`config.mk`:
```
export PLATFORM = sky130hd
export DESIGN_NAME = lcd_de_rx
export DESIGN_NICKNAME = d
export VERILOG_FILES = /design/src/rtl/lcd_de_rx.sv
export SDC_FILE = /design/constraint.sdc
export NUM_CORES = 1
export LEC_CHECK = 0
export CAP_MARGIN = 20
export CORE_MARGIN = 2
export CORE_UTILIZATION = 60
export DETAILED_ROUTE_END_ITERATION = 6
export DONT_BUFFER_PORTS = 1
export GPL_ROUTABILITY_DRIVEN = 0
export PLACE_DENSITY = 0.72
export SYNTH_ARGS = -nofsm -noshare
export SYNTH_HDL_FRONTEND = slang
export SYNTH_SLANG_ARGS = --single-unit
```
`constraint.sdc`:
```
create_clock -name pixel_clk -period 6.9 [get_ports pixel_clk]
set_input_delay 2.07 -clock pixel_clk [delete_from_list [all_inputs] [get_ports pixel_clk]]
set_output_delay 2.07 -clock pixel_clk [all_outputs]
set_load 0.02 [all_outputs]
```
`src/rtl/lcd_de_rx.sv`:
```
// lcd_de_rx -- DE-mode parallel RGB video receiver.
//
// Recovers frame and line structure from the DE qualifier alone, assigns
// pixel/row coordinates, and emits a registered pixel stream with
// start-of-frame and end-of-line markers. It also measures the active
// geometry and keeps sticky flags for length violations.
//
// Ports
//   pixel_clk    : the only clock, rising edge
//   rst          : synchronous reset, active low
//   de, rgb_in   : incoming DE and {R,G,B} pixel data
//   pix_valid    : a pixel is presented this cycle
//   pix_rgb      : presented pixel data
//   pix_x, pix_y : presented pixel coordinates
//   sof, eol     : first pixel of frame / last presented pixel of line
//   locked       : last completed frame had exact geometry
//   line_len_err : sticky, some line length differed from LCD_WIDTH
//   frame_err    : sticky, some frame line count differed from LCD_HEIGHT
//   meas_width   : length of the last completed line (saturating)
//   meas_height  : line count of the last completed frame (saturating)
//
// Pipeline: input register -> decode/skid register -> output register.
// Every pixel leaves exactly two edges after it was sampled, because the
// skid stage holds each pixel one cycle until it is known whether the line
// ends behind it (which is what drives eol on short lines).
module lcd_de_rx #(
  parameter int LCD_WIDTH     = 640,
  parameter int LCD_HEIGHT    = 480,
  parameter int VBLANK_THRESH = 1024
) (
  input  logic        pixel_clk,
  input  logic        rst,
  input  logic        de,
  input  logic [23:0] rgb_in,
  output logic        pix_valid,
  output logic [23:0] pix_rgb,
  output logic [9:0]  pix_x,
  output logic [9:0]  pix_y,
  output logic        sof,
  output logic        eol,
  output logic        locked,
  output logic        line_len_err,
  output logic        frame_err,
  output logic [10:0] meas_width,
  output logic [10:0] meas_height
);

  localparam logic [10:0] W11    = 11'(LCD_WIDTH);
  localparam logic [10:0] H11    = 11'(LCD_HEIGHT);
  localparam logic [9:0]  X_LAST = 10'(LCD_WIDTH - 1);
  localparam logic [15:0] THR    = 16'(VBLANK_THRESH);

  typedef enum logic [1:0] {
    SEARCH = 2'd0,
    VBLANK = 2'd1,
    ACTIVE = 2'd2,
    HGAP   = 2'd3
  } state_t;

  typedef struct packed {
    logic        vld;
    logic        sof;
    logic [9:0]  x;
    logic [9:0]  y;
    logic [23:0] rgb;
  } pix_t;

  function automatic logic [10:0] sat_inc(input logic [10:0] v);
    return (v == 11'h7FF) ? v : v + 11'd1;
  endfunction

  // Input stage
  logic        r_de;
  logic [23:0] r_rgb;
  logic [15:0] r_low;     // consecutive registered-DE-low samples, saturating

  // Frame/line tracking
  state_t      r_state, w_state_nxt;
  logic [10:0] r_x;       // pixels accepted so far in the current line
  logic [10:0] r_y;       // lines completed so far in the current frame
  logic        r_line_bad;// some line of the current frame had a bad length
  pix_t        r_skid;

  // Decode of the current cycle
  logic        w_take;      // registered DE carries a pixel we are tracking
  logic        w_new_frame; // that pixel opens a frame
  logic        w_line_end;  // DE fell: the pixel in r_skid closed its line
  logic        w_frame_end; // blanking long enough to close the frame
  logic [10:0] w_px, w_py;
  logic        w_show;
  logic        w_low_sat;

  assign w_low_sat = (r_low == THR);

  always_comb begin
    w_state_nxt = r_state;
    w_take      = 1'b0;
    w_new_frame = 1'b0;
    w_line_end  = 1'b0;
    w_frame_end = 1'b0;
    unique case (r_state)
      SEARCH: begin
        // A rise coinciding with the end of the first long low run can
        // already be taken as the first pixel of a frame.
        if (w_low_sat) begin
          if (r_de) begin
            w_take      = 1'b1;
            w_new_frame = 1'b1;
            w_state_nxt = ACTIVE;
          end else begin
            w_state_nxt = VBLANK;
          end
        end
      end
      VBLANK: begin
        if (r_de) begin
          w_take      = 1'b1;
          w_new_frame = 1'b1;
          w_state_nxt = ACTIVE;
        end
      end
      ACTIVE: begin
        if (r_de) begin
          w_take = 1'b1;
        end else begin
          w_line_end  = 1'b1;
          w_state_nxt = HGAP;
        end
      end
      HGAP: begin
        // DE is checked first so a rise on the threshold cycle is a new line.
        if (r_de) begin
          w_take      = 1'b1;
          w_state_nxt = ACTIVE;
        end else if (w_low_sat) begin
          w_frame_end = 1'b1;
          w_state_nxt = VBLANK;
        end
      end
      default: w_state_nxt = SEARCH;
    endcase
  end

  // Only a continuing line keeps its column; any other entry starts at 0.
  assign w_px   = (r_state == ACTIVE) ? r_x : 11'd0;
  assign w_py   = w_new_frame ? 11'd0 : r_y;
  assign w_show = w_take && (w_px < W11) && (w_py < H11);

  always_ff @(posedge pixel_clk) begin
    if (!rst) begin
      r_state <= SEARCH;
    end else begin
      r_state <= w_state_nxt;
    end
  end

  always_ff @(posedge pixel_clk) begin
    if (!rst) begin
      r_de  <= 1'b0;
      r_rgb <= '0;
      r_low <= '0;
    end else begin
      r_de  <= de;
      r_rgb <= rgb_in;
      if (r_de)            r_low <= '0;
      else if (!w_low_sat) r_low <= r_low + 16'd1;
    end
  end

  always_ff @(posedge pixel_clk) begin
    if (!rst) begin
      r_x          <= '0;
      r_y          <= '0;
      r_line_bad   <= 1'b0;
      meas_width   <= '0;
      meas_height  <= '0;
      line_len_err <= 1'b0;
      frame_err    <= 1'b0;
      locked       <= 1'b0;
    end else begin
      if (w_take) begin
        r_x <= sat_inc(w_px);
        r_y <= w_py;
      end
      if (w_new_frame) r_line_bad <= 1'b0;
      if (w_line_end) begin
        r_y        <= sat_inc(r_y);
        meas_width <= r_x;
        if (r_x != W11) begin
          line_len_err <= 1'b1;
          r_line_bad   <= 1'b1;
        end
      end
      if (w_frame_end) begin
        meas_height <= r_y;
        if (r_y != H11) frame_err <= 1'b1;
        locked <= !r_line_bad && (r_y == H11);
      end
    end
  end

  // Skid stage holds the decoded pixel one cycle; the output stage adds eol
  // once the following cycle shows whether the line ended.
  always_ff @(posedge pixel_clk) begin
    if (!rst) begin
      r_skid    <= '0;
      pix_valid <= 1'b0;
      pix_rgb   <= '0;
      pix_x     <= '0;
      pix_y     <= '0;
      sof       <= 1'b0;
      eol       <= 1'b0;
    end else begin
      r_skid.vld <= w_show;
      r_skid.sof <= w_show && w_new_frame;
      r_skid.x   <= w_px[9:0];
      r_skid.y   <= w_py[9:0];
      r_skid.rgb <= r_rgb;
      pix_valid  <= r_skid.vld;
      pix_rgb    <= r_skid.rgb;
      pix_x      <= r_skid.x;
      pix_y      <= r_skid.y;
      sof        <= r_skid.sof;
      eol        <= r_skid.vld && ((r_skid.x == X_LAST) || w_line_end);
    end
  end

endmodule
```
# Word level (Yosys, flattened, before mapping)
# Cells that the tools add are included.
[word_totals] wordCells=84 ff_bits=184 out_inout_bits=72 input_bits=27
[op_classes] n_eq_ne=15 n_reduce_logical=15 n_mux=25 addsub=3 bitwise_logic=1 n_lt_le_gt_ge=2
[ops] op="two-way mux 11 bit" count=6
[ops] op="adder 11 x 1 -> 11 bit (second input constant)" count=2
[ops] op="== test 11 bit (second input constant)" count=2
[ops] op="adder 16 x 1 -> 16 bit (second input constant)" count=1
[ops] op="== test 16 x 11 -> 1 bit (second input constant)" count=1
[ops] op="two-way mux 2 bit" count=6
[ops] op="== test 11 x 9 -> 1 bit (second input constant)" count=1
[ops] op="< comparator 11 x 10 -> 1 bit (second input constant)" count=1
[ops] op="< comparator 11 x 9 -> 1 bit (second input constant)" count=1
[ops] op="inequality test 11 x 10 -> 1 bit (second input constant)" count=1
[ops] op="inequality test 11 x 9 -> 1 bit (second input constant)" count=1
[ops] op="== test 10 bit (second input constant)" count=1
[ops] op="two-way mux 1 bit" count=10
[ops] op="inequality test 2 bit (second input constant)" count=4
[ops] op="one-hot mux 2 bit (4 select lines)" count=1
[ops] op="AND reduction 2 bit" count=3
[ops] op="logical AND 1 bit" count=5
[ops] op="== test 2 bit (second input constant)" count=2
[ops] op="one-hot mux 1 bit (2 select lines)" count=2
[ops] op="AND reduction 4 bit" count=1
[ops] op="inequality test 3 bit (second input constant)" count=1
[ops] op="OR reduction 3 bit" count=1
[ops] op="== test 2 x 1 -> 1 bit (second input constant)" count=1
[ops] op="zero test 2 bit" count=1
[ops] op="5 further kinds" count=5

# Logic depth before layout (Yosys ltp)
[depth] ltp_word=7 mapped_depth=11 depth_no_buf=9

# Least setup slack after synthesis
# Ideal clock, no wire load.
[synth_path] path_type="in2reg" start="in rst" end="reg r_x[0]" arrival_ns=2.966 stages=4 n_path_buf=3 setup_time_ns=0.058 slack_ns=3.876 required_ns=6.842 path_cell_list="clkbuf_1 > clkbuf_1 > buf_1 > o211a_1"
[synth_lines] item="from (decl)" line="32" source="input logic rst,"
[synth_lines] item="to (signal assigned)" line="182" source="r_x <= sat_inc(w_px);"
[synth_lines] item="to (decl)" line="79" source="logic [10:0] r_x;"
# No word-level cell between the ends.

# Worst setup path after layout
[layout_path] start="reg pix_y[9]" end="out pix_y[9]"
[layout_lines] item="from (decl)" line="38" source="output logic [9:0] pix_y,"
[layout_lines] item="from (signal assigned)" line="222" source="pix_y <= r_skid.y;"
# No word-level cell between the ends.

==> run_summary.xml <==
<?xml version="1.0" encoding="UTF-8"?>
<metrics>
  <group name="run_status">
    <metric name="status" unit="">completed</metric>
  </group>
  <group name="place">
    <metric name="placement.io_buffers" unit="">0</metric>
    <metric name="dp.final_hpwl" unit="um">7294</metric>
    <metric name="post_placement_setup_slack" unit="ps">4141</metric>
    <metric name="postPlaceCellArea" unit="sq um">6539</metric>
  </group>
  <group name="clock_network">
    <metric name="cts_resized" unit="">0</metric>
    <metric name="clock-root-buffer" unit="">sky130_fd_sc_hd__clkbuf_8</metric>
    <metric name="cts_made_buffers" unit="">17</metric>
    <metric name="hold_buffers" unit="">0</metric>
    <metric name="cts_tree" unit="">built</metric>
    <metric name="worst_case_clock_buffer_depth" unit="">2</metric>
    <metric name="cts_sinks" unit="">184</metric>
    <metric name="clock_slew_at_reported_path_ffs" unit="ps">70</metric>
    <metric name="insertion_delay" unit="ps">530</metric>
    <metric name="cts.repair_timing.setup_buffer_count" unit="">0</metric>
    <metric name="cts_htree_levels" unit="">4</metric>
  </group>
  <group name="logic_synthesis">
    <metric name="synth_flop_cell" unit="">sky130_fd_sc_hd__dfxtp_1</metric>
    <metric name="synth-edff-count" unit="">0</metric>
    <metric name="syn_avg_cell_area" unit="sq um">10.04</metric>
    <metric name="seq_area_frac_synth" unit="%">56.60</metric>
    <metric name="synthesis.nets" unit="">684</metric>
    <metric name="synth_area_leaders" unit="">sky130_fd_sc_hd__dfxtp_1 57%, sky130_fd_sc_hd__and2_1 11%, sky130_fd_sc_hd__nand2_1 4.3%</metric>
    <metric name="yosys.area.top_type_share" unit="%">56.60</metric>
    <metric name="post-synth-top-area-cell" unit="">sky130_fd_sc_hd__dfxtp_1</metric>
    <metric name="synthesized_instance_count" unit="">648</metric>
    <metric name="ys_seq_elements" unit="">184</metric>
    <metric name="netlist_area" unit="sq um">6507</metric>
    <metric name="synth-async-reset-ratio" unit="%">0</metric>
    <metric name="ys.warnings.count" unit="">0</metric>
    <metric name="synth.lib_cells_used.distinct" unit="">48</metric>
  </group>
  <group name="sta">
    <metric name="final_sum_of_negative_setup_slack" unit="ps">0</metric>
    <metric name="finalMaxSlewViolations" unit="">0</metric>
    <metric name="finalClockSkew" unit="ps">9.365</metric>
    <metric name="grt_setup_unrepaired" unit="">no</metric>
    <metric name="maxSlewHeadroom" unit="%">49.96</metric>
    <metric name="fmaxAchievable" unit="GHz">0.3271</metric>
    <metric name="fin_crit_sh" unit="%">44.30</metric>
    <metric name="hold_viol_final" unit="">0</metric>
    <metric name="tightest_slew" unit="ps">749.4</metric>
    <metric name="final_min_period" unit="ps">3057</metric>
    <metric name="post-route-worst-setup-slack" unit="ps">3843</metric>
    <metric name="final-setup-viol-count" unit="">0</metric>
  </group>
  <group name="grt">
    <metric name="grt_antenna_before_repair" unit="">1</metric>
    <metric name="global_route.overflow_total" unit="">0</metric>
    <metric name="gr-usage-all-layers" unit="%">20.23</metric>
    <metric name="grt_start_max_net_pins" unit="">164</metric>
    <metric name="grt_pass1_vias" unit="">3946</metric>
    <metric name="grt_first_pass_wirelength" unit="um">18550</metric>
  </group>
  <group name="layout">
    <metric name="fraction_of_final_layout_cells_sized_beyond_drive_strength_1" unit="%">6.832</metric>
    <metric name="layout.nets" unit="">668</metric>
    <metric name="final_common_cell" unit="">sky130_fd_sc_hd__dfxtp_1</metric>
    <metric name="areaGrowthSynthToFinish" unit="%">9.575</metric>
    <metric name="layout.cell_area.non_filler" unit="sq um">7131</metric>
    <metric name="post-route-util" unit="%">66.66</metric>
    <metric name="layout.cells.most_common_list" unit="">184 x sky130_fd_sc_hd__dfxtp_1, 114 x sky130_fd_sc_hd__and2_1, 75 x sky130_fd_sc_hd__nand2_1</metric>
  </group>
  <group name="worst_setup_path">
    <metric name="worst_ep_arrival_time" unit="ps">990</metric>
    <metric name="cp-start-kind" unit="">flop</metric>
    <metric name="setup.reg_to_reg.worst_slack" unit="ps">4120</metric>
    <metric name="worstSetupEndpointType" unit="">output pin</metric>
    <metric name="reg_to_reg_end" unit="">r_x[4]</metric>
    <metric name="worst-endpoint-required" unit="ps">4830</metric>
    <metric name="r2r_cells" unit="">9</metric>
    <metric name="crit_path_kind" unit="">flop to output pin</metric>
    <metric name="crit_fanout" unit="">1</metric>
    <metric name="crit-reg2reg-launch" unit="">r_state[0]</metric>
  </group>
  <group name="pwr">
    <metric name="sw_frac_of_total" unit="%">20.33</metric>
    <metric name="leakage" unit="nW">2.685</metric>
    <metric name="irDropWorstVdd" unit="mV">0.1475</metric>
    <metric name="total_net_switching_power" unit="mW">0.4209</metric>
    <metric name="seq_power_share" unit="%">52.7</metric>
    <metric name="design_power_total" unit="mW">2.071</metric>
    <metric name="clkPwrFrac" unit="%">46.1</metric>
    <metric name="power_density" unit="nW/um^2">290.4</metric>
    <metric name="cellInternalPower" unit="mW">1.650</metric>
    <metric name="combinationalPowerShare" unit="%">1.2</metric>
  </group>
  <group name="drt">
    <metric name="vias" unit="">4199</metric>
    <metric name="drt.antenna.violating_nets" unit="">0</metric>
    <metric name="drtIter0Drc" unit="">171</metric>
    <metric name="routed_wire_length_per_instance" unit="um">14.08</metric>
    <metric name="drt-pass1-iter-count" unit="">4</metric>
    <metric name="wirelength" unit="um">11070</metric>
    <metric name="drcViolationCount" unit="">0</metric>
    <metric name="routed_via_density" unit="">5.342</metric>
  </group>
  <group name="min_path">
    <metric name="hold_class" unit="">flop to flop</metric>
    <metric name="min-delay-start" unit="">r_skid[13]</metric>
    <metric name="holdPathEnd" unit="">pix_rgb[13]</metric>
    <metric name="holdPathStages" unit="">1</metric>
  </group>
  <group name="floorplan">
    <metric name="die_area" unit="sq um">11700</metric>
    <metric name="chipWidth" unit="um">108.1</metric>
    <metric name="ios" unit="">99</metric>
    <metric name="die_height" unit="um">108.1</metric>
    <metric name="design.core.area" unit="sq um">10700</metric>
    <metric name="initial_utilization" unit="%">60.83</metric>
    <metric name="placementRows" unit="">38</metric>
  </group>
  <group name="flow_run">
    <metric name="total_of_max_cap_violations" unit="">0</metric>
  </group>
</metrics>
-- power by group through the flow --
stage | clock (mW) | sequential, mW | combinational [mW]
3_3_place_gp | 0 | 1.11 | 0.0240
6_report | 0.954 | 1.09 | 0.0246
3_5_place_dp | 0 | 1.12 | 0.0249
4_1_cts | 0.976 | 1.09 | 0.0252
2_1_floorplan | 0 | 1.11 | 0.0319
5_1_grt | 1.03 | 1.09 | 0.0282
-- sequential cells by signal, summed over array words and instances (netlist names), 2 cells and up --
name         cells
r_skid          46
pix_rgb         24
r_rgb           24
r_low           16
meas_height     11
meas_width      11
r_x             11
r_y             11
pix_x           10
pix_y           10
r_state          2
-- cell families (layout without fill, tap and decap cells) --
logic type | after synthesis | count (layout) | synth area share, %
other cells | 0 | 2 | 0
compound gates | 82 | 82 | 8.883
fa+ha+maj | 9 | 9 | 1.730
simple gates | 307 | 307 | 27.26
buf+inv | 47 | 43 | 2.961
xor+xnor | 19 | 19 | 2.557
flops | 184 | 184 | 56.60
-- synthesized netlist by cell type (4+ instances only) --
| master | count |
|---|---|
| sky130_fd_sc_hd__xor2_1 | 9 |
| sky130_fd_sc_hd__nor4_4 | 4 |
| sky130_fd_sc_hd__o21ai_0 | 24 |
| sky130_fd_sc_hd__nand3_1 | 19 |
| sky130_fd_sc_hd__xnor2_1 | 10 |
| sky130_fd_sc_hd__clkbuf_1 | 29 |
| sky130_fd_sc_hd__nand2_1 | 75 |
| sky130_fd_sc_hd__nor2_1 | 27 |
| sky130_fd_sc_hd__nor4_1 | 6 |
| sky130_fd_sc_hd__inv_1 | 11 |
| sky130_fd_sc_hd__buf_2 | 4 |
| sky130_fd_sc_hd__and2_1 | 114 |
| sky130_fd_sc_hd__nor3_1 | 6 |
| sky130_fd_sc_hd__dfxtp_1 | 184 |
| sky130_fd_sc_hd__ha_1 | 9 |
| sky130_fd_sc_hd__nand4_1 | 11 |
| sky130_fd_sc_hd__and4_1 | 5 |
| sky130_fd_sc_hd__a21oi_1 | 7 |
| sky130_fd_sc_hd__and3_1 | 18 |
| sky130_fd_sc_hd__a21boi_0 | 23 |
| sky130_fd_sc_hd__o21a_1 | 5 |
| sky130_fd_sc_hd__a31oi_1 | 9 |
-- worst register-to-register path, stage by stage, from the launching register on --
cell	delay, ps
sky130_fd_sc_hd__dfxtp_1	340
sky130_fd_sc_hd__inv_1	90
sky130_fd_sc_hd__ha_1	600
sky130_fd_sc_hd__and2_1	270
sky130_fd_sc_hd__ha_1	200
sky130_fd_sc_hd__and3_1	230
sky130_fd_sc_hd__and4_1	380
sky130_fd_sc_hd__nor3_4	110
sky130_fd_sc_hd__a32o_1	290
sky130_fd_sc_hd__and3_1	170
-- worst max-delay path by stage --
stage	cells past startpoint	from	to	slack (ps)
after floorplan	4	rst	r_x[0]	3880
after global placement	2	rst	r_low[12]	4230
after detailed placement	9	r_state[0]	r_x[4]	4140
after CTS	0	meas_height[8]	meas_height[8]	3810
after global routing	0	meas_height[8]	meas_height[8]	3790
final	0	pix_y[9]	pix_y[9]	3840
-- per-layer routing --
metal | track usage, % | vias to the layer above | routed length, um
met3 | 6.872 | 10 | 669
met1 | 25.28 | 1949 | 4756
li1 | - | 2132 | -
met2 | 32.57 | 108 | 5524
met4 | 7.418 | 0 | 115
met5 | 0 | - | 0
-- through the flow --
stage          instances  hold WS, ps
6_report             786        427.2
5_1_grt              786        437.7
4_1_cts              784        429.9
3_5_place_dp         753        417.7
3_3_place_gp         753        413.3
2_1_floorplan        648        411.9
-- cell type report --
cell class                      count  area, sq um
Sequential cell                   184         3684
Fill cell                         875         3567
Multi-Input combinational cell    417         2631
Clock buffer                       18        417.9
Tap cell                          140        175.2
Clock inverter                     13        168.9
Inverter                           11        41.29
Timing Repair Buffer                1        7.507
Antenna cell                        2        5.005
No activity file was read; power rests on OpenSTA's default activity.
